File: src/rtl/or1200_mem_arb.sv
// ============================================================================
// Module   : or1200_mem_arb
// Brief    : Instruction/data to single-memory arbiter with access timeout.
//            Define OR1200_MEM_ARB_RR_EN for round-robin tie-break.
// Revision : 1.0 - initial release
// ============================================================================
`default_nettype none

module or1200_mem_arb #(
    parameter int AW      = 32,
    parameter int DW      = 32,
    parameter int TIMEOUT = 255
) (
    input  logic            clk,
    input  logic            rst,
    // Instruction port
    input  logic            i_req,
    input  logic [AW-1:0]   i_addr,
    output logic            i_ack,
    output logic            i_err,
    output logic [DW-1:0]   i_rdata,
    // Data port
    input  logic            d_req,
    input  logic            d_we,
    input  logic [AW-1:0]   d_addr,
    input  logic [DW-1:0]   d_wdata,
    input  logic [DW/8-1:0] d_sel,
    output logic            d_ack,
    output logic            d_err,
    output logic [DW-1:0]   d_rdata,
    // Memory port
    output logic            m_req,
    output logic            m_we,
    output logic [AW-1:0]   m_addr,
    output logic [DW-1:0]   m_wdata,
    output logic [DW/8-1:0] m_sel,
    input  logic            m_ack,
    input  logic [DW-1:0]   m_rdata
);

    localparam int CW = (TIMEOUT > 0) ? $clog2(TIMEOUT + 1) : 1;
    localparam logic [CW-1:0] c_TIMEOUT = CW'(TIMEOUT);

    localparam logic [1:0] c_IDLE   = 2'd0;
    localparam logic [1:0] c_BUSY_I = 2'd1;
    localparam logic [1:0] c_BUSY_D = 2'd2;

    logic [1:0]      r_state;
    logic [CW-1:0]   r_cnt;
    logic            r_m_req;
    logic            r_m_we;
    logic [AW-1:0]   r_m_addr;
    logic [DW-1:0]   r_m_wdata;
    logic [DW/8-1:0] r_m_sel;
    logic            r_i_ack;
    logic            r_i_err;
    logic [DW-1:0]   r_i_rdata;
    logic            r_d_ack;
    logic            r_d_err;
    logic [DW-1:0]   r_d_rdata;

    logic            w_i_valid;
    logic            w_d_valid;
    logic            w_grant_i;
    logic            w_grant_d;
    logic [CW-1:0]   w_cnt_next;
    logic            w_timeout;

    // A requester is still holding req during its own ack cycle, so mask it.
    assign w_i_valid = i_req & ~r_i_ack;
    assign w_d_valid = d_req & ~r_d_ack;

`ifdef OR1200_MEM_ARB_RR_EN
    logic r_last_d;

    assign w_grant_d = w_d_valid & (~w_i_valid | ~r_last_d);

    always_ff @(posedge clk) begin
        if (rst) begin
            r_last_d <= 1'b1;
        end else if ((r_state == c_IDLE) && (w_grant_d || w_grant_i)) begin
            r_last_d <= w_grant_d;
        end
    end
`else
    assign w_grant_d = w_d_valid;
`endif

    assign w_grant_i  = w_i_valid & ~w_grant_d;
    assign w_cnt_next = r_cnt + 1'b1;
    assign w_timeout  = (TIMEOUT != 0) && (w_cnt_next == c_TIMEOUT);

    always_ff @(posedge clk) begin
        if (rst) begin
            r_state   <= c_IDLE;
            r_cnt     <= '0;
            r_m_req   <= 1'b0;
            r_m_we    <= 1'b0;
            r_m_addr  <= '0;
            r_m_wdata <= '0;
            r_m_sel   <= '0;
            r_i_ack   <= 1'b0;
            r_i_err   <= 1'b0;
            r_i_rdata <= '0;
            r_d_ack   <= 1'b0;
            r_d_err   <= 1'b0;
            r_d_rdata <= '0;
        end else begin
            r_i_ack <= 1'b0;
            r_i_err <= 1'b0;
            r_d_ack <= 1'b0;
            r_d_err <= 1'b0;
            case (r_state)
                c_IDLE: begin
                    if (w_grant_d) begin
                        r_state   <= c_BUSY_D;
                        r_cnt     <= '0;
                        r_m_req   <= 1'b1;
                        r_m_we    <= d_we;
                        r_m_addr  <= d_addr;
                        r_m_wdata <= d_wdata;
                        r_m_sel   <= d_sel;
                    end else if (w_grant_i) begin
                        r_state   <= c_BUSY_I;
                        r_cnt     <= '0;
                        r_m_req   <= 1'b1;
                        r_m_we    <= 1'b0;
                        r_m_addr  <= i_addr;
                        r_m_wdata <= '0;
                        r_m_sel   <= '1;
                    end
                end
                c_BUSY_I, c_BUSY_D: begin
                    // m_ack takes precedence over a simultaneous timeout.
                    if (m_ack || w_timeout) begin
                        r_state   <= c_IDLE;
                        r_m_req   <= 1'b0;
                        r_m_we    <= 1'b0;
                        r_m_addr  <= '0;
                        r_m_wdata <= '0;
                        r_m_sel   <= '0;
                        if (r_state == c_BUSY_I) begin
                            r_i_ack   <= 1'b1;
                            r_i_err   <= ~m_ack;
                            r_i_rdata <= m_ack ? m_rdata : '0;
                        end else begin
                            r_d_ack   <= 1'b1;
                            r_d_err   <= ~m_ack;
                            r_d_rdata <= m_ack ? m_rdata : '0;
                        end
                    end else begin
                        r_cnt <= w_cnt_next;
                    end
                end
                default: r_state <= c_IDLE;
            endcase
        end
    end

    assign m_req   = r_m_req;
    assign m_we    = r_m_we;
    assign m_addr  = r_m_addr;
    assign m_wdata = r_m_wdata;
    assign m_sel   = r_m_sel;
    assign i_ack   = r_i_ack;
    assign i_err   = r_i_err;
    assign i_rdata = r_i_rdata;
    assign d_ack   = r_d_ack;
    assign d_err   = r_d_err;
    assign d_rdata = r_d_rdata;

endmodule

`default_nettype wire

File: config.mk
export PLATFORM = sky130hd
export DESIGN_NAME = or1200_mem_arb
export DESIGN_NICKNAME = d
export VERILOG_FILES = /design/src/rtl/or1200_mem_arb.sv
export SDC_FILE = /design/constraint.sdc
export NUM_CORES = 1
export LEC_CHECK = 0
export CORE_UTILIZATION = 30
export CTS_CLUSTER_DIAMETER = 80
export CTS_CLUSTER_SIZE = 20
export DETAILED_ROUTE_END_ITERATION = 8
export PLACE_DENSITY = 0.71
export SLEW_MARGIN = 5
export SYNTH_ARGS = -nofsm -noshare
export SYNTH_HDL_FRONTEND = slang
export SYNTH_SLANG_ARGS = --single-unit
File: constraint.sdc
create_clock -name clk -period 2.69 [get_ports clk]
set_input_delay 0.807 -clock clk [delete_from_list [all_inputs] [get_ports clk]]
set_output_delay 0.807 -clock clk [all_outputs]
set_load 0.01 [all_outputs]
Yosys cells after proc, flatten, opt, wreduce, memory -nomap -nowiden --
Cells that the tools add are included.
Storage, ports and cells: logic and storage cells 71, input port bits 138, output and inout port bits 138, flip-flop bits (word level) 148
Operators by class: reductions and logical operators 12, eq/ne operators 6, muxes and demuxes 29, add/subtract/negate cells 1, bitwise gates (word level) 10
Operators by type and width (count):
- 32-bit 2-to-1 mux | 6
- 32-bit case mux with 2 select lines | 2
- 8-bit 2-to-1 mux | 3
- 8-bit case mux with 2 select lines | 1
- 4-bit 2-to-1 mux | 3
- 3-bit AND reduction | 4
- 8-bit by 1-bit adder with 8-bit output (second input constant) | 1
- 8-bit == test (second input constant) | 1
- 4-bit case mux with 2 select lines | 1
- 4-bit OR reduction | 2
- 1-bit 2-to-1 mux | 7
- 1-bit inverter | 7
- 2-bit 2-to-1 mux | 3
- 2-bit inequality test (second input constant) | 2
- 1-bit case mux with 2 select lines | 2
- 2-bit case mux with 2 select lines | 1
- 1-bit AND | 3
- 3-bit inequality test (second input constant) | 1
- 3-bit OR reduction | 1
- 2-bit by 1-bit == test with 1-bit output (second input constant) | 1
- 2-bit == test (second input constant) | 1
- 2-bit zero test | 1
- 2-bit AND reduction | 1
- 2-bit nonzero test | 1
- 2 further kinds | 2

Depth between registers and ports, before layout --
word-level depth 7, depth in mapped cells 9, depth with buffers taken out 8

Least setup slack after synthesis --
No wires, ideal clock.
path type input -> register, start point input port d_req, end point register r_m_addr[10] (netlist: m_addr[10]), setup time 0.132 ns, arrival 2.338 ns, stages 8, slack 0.220 ns, data required time 2.558 ns, buffers on the path 3, path through nor2b_1 > clkbuf_1 > o31ai_1 > nor2_1 > clkbuf_1 > clkbuf_1 > nand2_1 > a21oi_1
Between the ends: longest elaborated chain between the ends 5, elaborated cells between the ends (all ways) 7, classes of those cells eq/ne (1); mux (2); bitwise (3); reduce/logical (1)
Ends and longest elaborated chain:
- start, declared | RTL line 23 | input logic d_req,
- 1-bit AND (*) | RTL line 71 | assign w_d_valid = d_req & ~r_d_ack;
- 1-bit inverter | RTL line 89 | assign w_grant_i = w_i_valid & ~w_grant_d;
- 1-bit AND | RTL line 89
- 3-bit inequality test (no line)
- 3-bit AND reduction (no line)
- end signal, assigned | RTL line 120 | r_m_addr <= d_addr;
- end signal, assigned | RTL line 128 | r_m_addr <= i_addr;
- end, declared | RTL line 52 | logic [AW-1:0] r_m_addr;
Mark *: on every way between the ends. The rest lies on a longest branch, timed or not. A chain may end at the register's enable or synchronous reset.

Worst setup path in the final report --
start point register r_cnt[3], end point register r_i_rdata[12] (netlist: i_rdata[12])
Between the ends: longest elaborated chain between the ends 4
Ends and longest elaborated chain:
- start, declared | RTL line 49 | logic [CW-1:0] r_cnt;
- start signal, assigned | RTL line 152 | r_cnt <= w_cnt_next;
- 8-bit by 1-bit adder with 8-bit output | RTL line 90 | assign w_cnt_next = r_cnt + 1'b1;
- 8-bit == test | RTL line 91 | assign w_timeout = (TIMEOUT != 0) && (w_cnt_next == c_TIMEOUT);
- 1-bit logical OR | RTL line 135 | if (m_ack || w_timeout) begin
- 3-bit AND reduction (no line)
- end signal, assigned | RTL line 145 | r_i_rdata <= m_ack ? m_rdata : '0;
- end, declared | RTL line 57 | logic [DW-1:0] r_i_rdata;
No other way between the ends.

==> results.md <==
- Crit path arrival time: 2670 ps
- Reg2Reg Setup Slack: 330 ps
- Fin crit share: 0.877
- Clk buf depth: 2
- N_diodes: 0
- Yosys top cell by area: dfxtp_1
- Synth top area share: 0.515
- Hold WC Path Type: flip-flop to flip-flop
- RR Startpoint: r_cnt[3]$_SDFFE_PP0P_
- Share of cells above drive strength 1: 0.0745
- Chip height: 140 µm
- PostCTS Resize Cnt: 0
- Hold_sp: i_rdata[5]$_SDFFE_PP0P_
- Final Setup Violations: 0
- Yosys reg bits: 148
- Post-CTS Hold Buffers: 0
- Top cells by count, synth: 165 x nand2_1, 148 x dfxtp_1, 76 x o21ai_0
- Post-synthesis cell type count: 43
- Die Area: 19,700 µm²
- Final Util: 0.501
- Area delta synth->final: 63.7%
- Cell count after synthesis: 662
- Post-CTS Setup Bufs: 0
- Fmax: 424 MHz
- Final hold violation count: 0
- Initial detailed-routing violation count: 266
- Starting density of the core: 0.306
- RSZ-0062 raised after global routing: no
- Max Cap Viol: 0
- Worst-path maximum fanout: 32
- Synth Net Count: 805
- Max Slew Vio Count: 0
- WL/cell: 15.9 µm
- Total power divided by cell area: 758 nW/µm²
- Most common cell in the netlist: nand2_1
- Worst setup margin: 330 ps
- Post-Syn Area: 5750 µm²
- CTS Sinks: 148
- I/O Buffers: 275
- Tmin final: 2360 ps
- Fin Setup TNS: 0 ps
- CP Launch Type: flip-flop
- Syn Area/Cell: 8.68 µm²
- Initial antenna violation count: 0
- Hold Path Stages: 1
- WP data required: 3000 ps
- Vias per cell: 5.05
- CTS Buf Count: 17
- Worst Setup End Kind: flip-flop
- Global-route wire length before repair: 29.2 mm
- Kind of critical path: flip-flop to flip-flop
- RD Place Congestion: 0.745
- Worst Max-Slew Pin Slew: 800 ps
- Overflow after GRT: 0
- Relative slew slack: 0.467
- # H-tree levels: 4
- Asr flop ratio synth: 0
- CTS tree: yes
- Area contributors post-synth: dfxtp_1 52%, a32o_1 11%, nand2_1 11%
- P_leak: 3.50 nW
- Yosys synthesis warning count: 0
- Ports: 276
- Pre-CTS WS: 136 ps
- Ys flop type: dfxtp_1
- Vias: 5,859
- Number of synthesized flops with an enable pin: 0
- Row count: 50
- Total GRT Usage: 0.186
- Reg2reg end: i_rdata[12]$_SDFFE_PP0P_
- Overall power: 0.00713 W
- Reg clk slew, reported paths: 70 ps
- WHS: 464 ps
- Antenna-violating nets left: 0
- Worst vdd ir: 440 µV
- Clk_lat worst skew: 420 ps
- DP HPWL: 12.1 mm
- Clock root cell: clkbuf_16
- Clk_skew: 12.7 ps
- R2r worst-path depth: 7
- DRT Pass-1 Iters: 5
- Status: finished, final reports clean
- DRC Markers: 0
- WHS Endpoint: i_rdata[5]$_SDFFE_PP0P_
- Area occupied by multi-input gates: 2570 µm²
- Final WL: 18.4 mm
- Vias in the first global route: 5,677
- Largest net degree at the start of global routing: 73
- Layout Nets: 1,056
- Reg area: 2960 µm²
- Core Area: 18,800 µm²
- Die width: 140 µm
- Register area share after synthesis: 0.515
- Fillers: 1,731
[routing by layer]
layer  vias up  track usage  wire [µm]
met4         0       0.0468        176
met2       230        0.311       8640
met1      2750        0.216       7680
met5         -            0          0
met3        12       0.0838       1920
li1       2867            -          -
[final cells by class]
class	instances	area share
Inverter	7	0.00279
Timing Repair Buffer	292	0.310
Tap cell	234	0.0311
Clock buffer	17	0.0452
Sequential cell	148	0.315
Multi-Input combinational cell	447	0.273
Clock inverter	15	0.0225
[worst max-delay path by stage]
stage	startpoint	endpoint	slack, ps	cells past startpoint
after floorplan	d_req	m_addr[10]$_SDFFE_PP0P_	220	8
after global placement	i_req	r_cnt[5]$_SDFFE_PP0P_	170	7
after detailed placement	i_req	r_cnt[5]$_SDFFE_PP0P_	140	7
after CTS	r_cnt[3]$_SDFFE_PP0P_	i_rdata[1]$_SDFFE_PP0P_	340	7
after global routing	r_cnt[3]$_SDFFE_PP0P_	i_rdata[1]$_SDFFE_PP0P_	160	7
final	r_cnt[3]$_SDFFE_PP0P_	i_rdata[12]$_SDFFE_PP0P_	330	7
[cells in the final DEF, fill, tap and decap left out, types with 2 or more instances in the layout]
master,n
a21oi_1,73
a21o_1,3
or3_1,2
inv_8,4
clkinv_8,4
o21a_1,2
a211oi_1,2
nor3_1,3
and2_1,3
inv_1,7
nor2_1,6
clkdlybuf4s50_1,273
nor2b_2,2
nor3b_1,2
bufinv_16,2
a221o_1,3
buf_2,2
or2_2,2
nand2b_1,3
nand2_1,165
nand3_1,3
clkinvlp_4,2
buf_12,4
a32o_1,64
o2bb2ai_1,2
buf_4,13
ha_1,5
and3_1,2
inv_6,3
clkbuf_16,17
dfxtp_1,148
o21ai_0,76
nor2b_1,2
[registers in the layout, indices dropped and copies added, names as in the netlist]
signal,flops
d_rdata,32
i_rdata,32
m_addr,32
m_wdata,32
r_cnt,8
m_sel,4
r_state,2
d_ack,1
d_err,1
i_ack,1
i_err,1
m_req,1
m_we,1
[worst max-delay path, stage by stage, from the launching register on]
cell and delay, ps:
dfxtp_1 510, and4_4 280, nor4bb_1 280, o32a_1 300, a21o_1 240, a31oi_2 100, buf_4 260, a32o_1 260
[metrics by stage]
step	instances	cell area, µm²
floorplan	662	5750
global placement	1128	8770
detailed placement	1128	8770
CTS	1160	9410
global route	1160	9410
finish	1160	9410
[power breakdown]
group / internal (W) / total, W / switching, W
registers: 0.00247 / 0.00259 / 0.000124
logic: 0.000980 / 0.00202 / 0.00104
clock network: 0.00143 / 0.00252 / 0.00109
total: 0.00488 / 0.00713 / 0.00225
[cells by family (layout without fill, tap and decap cells)]
logic type,count (synthesis),after routing,synth area share
adders and majority gates,5,5,0.0109
xor gates and xnor gates,1,1,0.00152
buffers and inverters,67,331,0.0468
DFF,148,148,0.515
muxes,1,1,0.00196
AOI/OAI and AO/OA,235,235,0.274
and+or+nand+nor,205,205,0.149
Power figures use the tool's default switching activity.
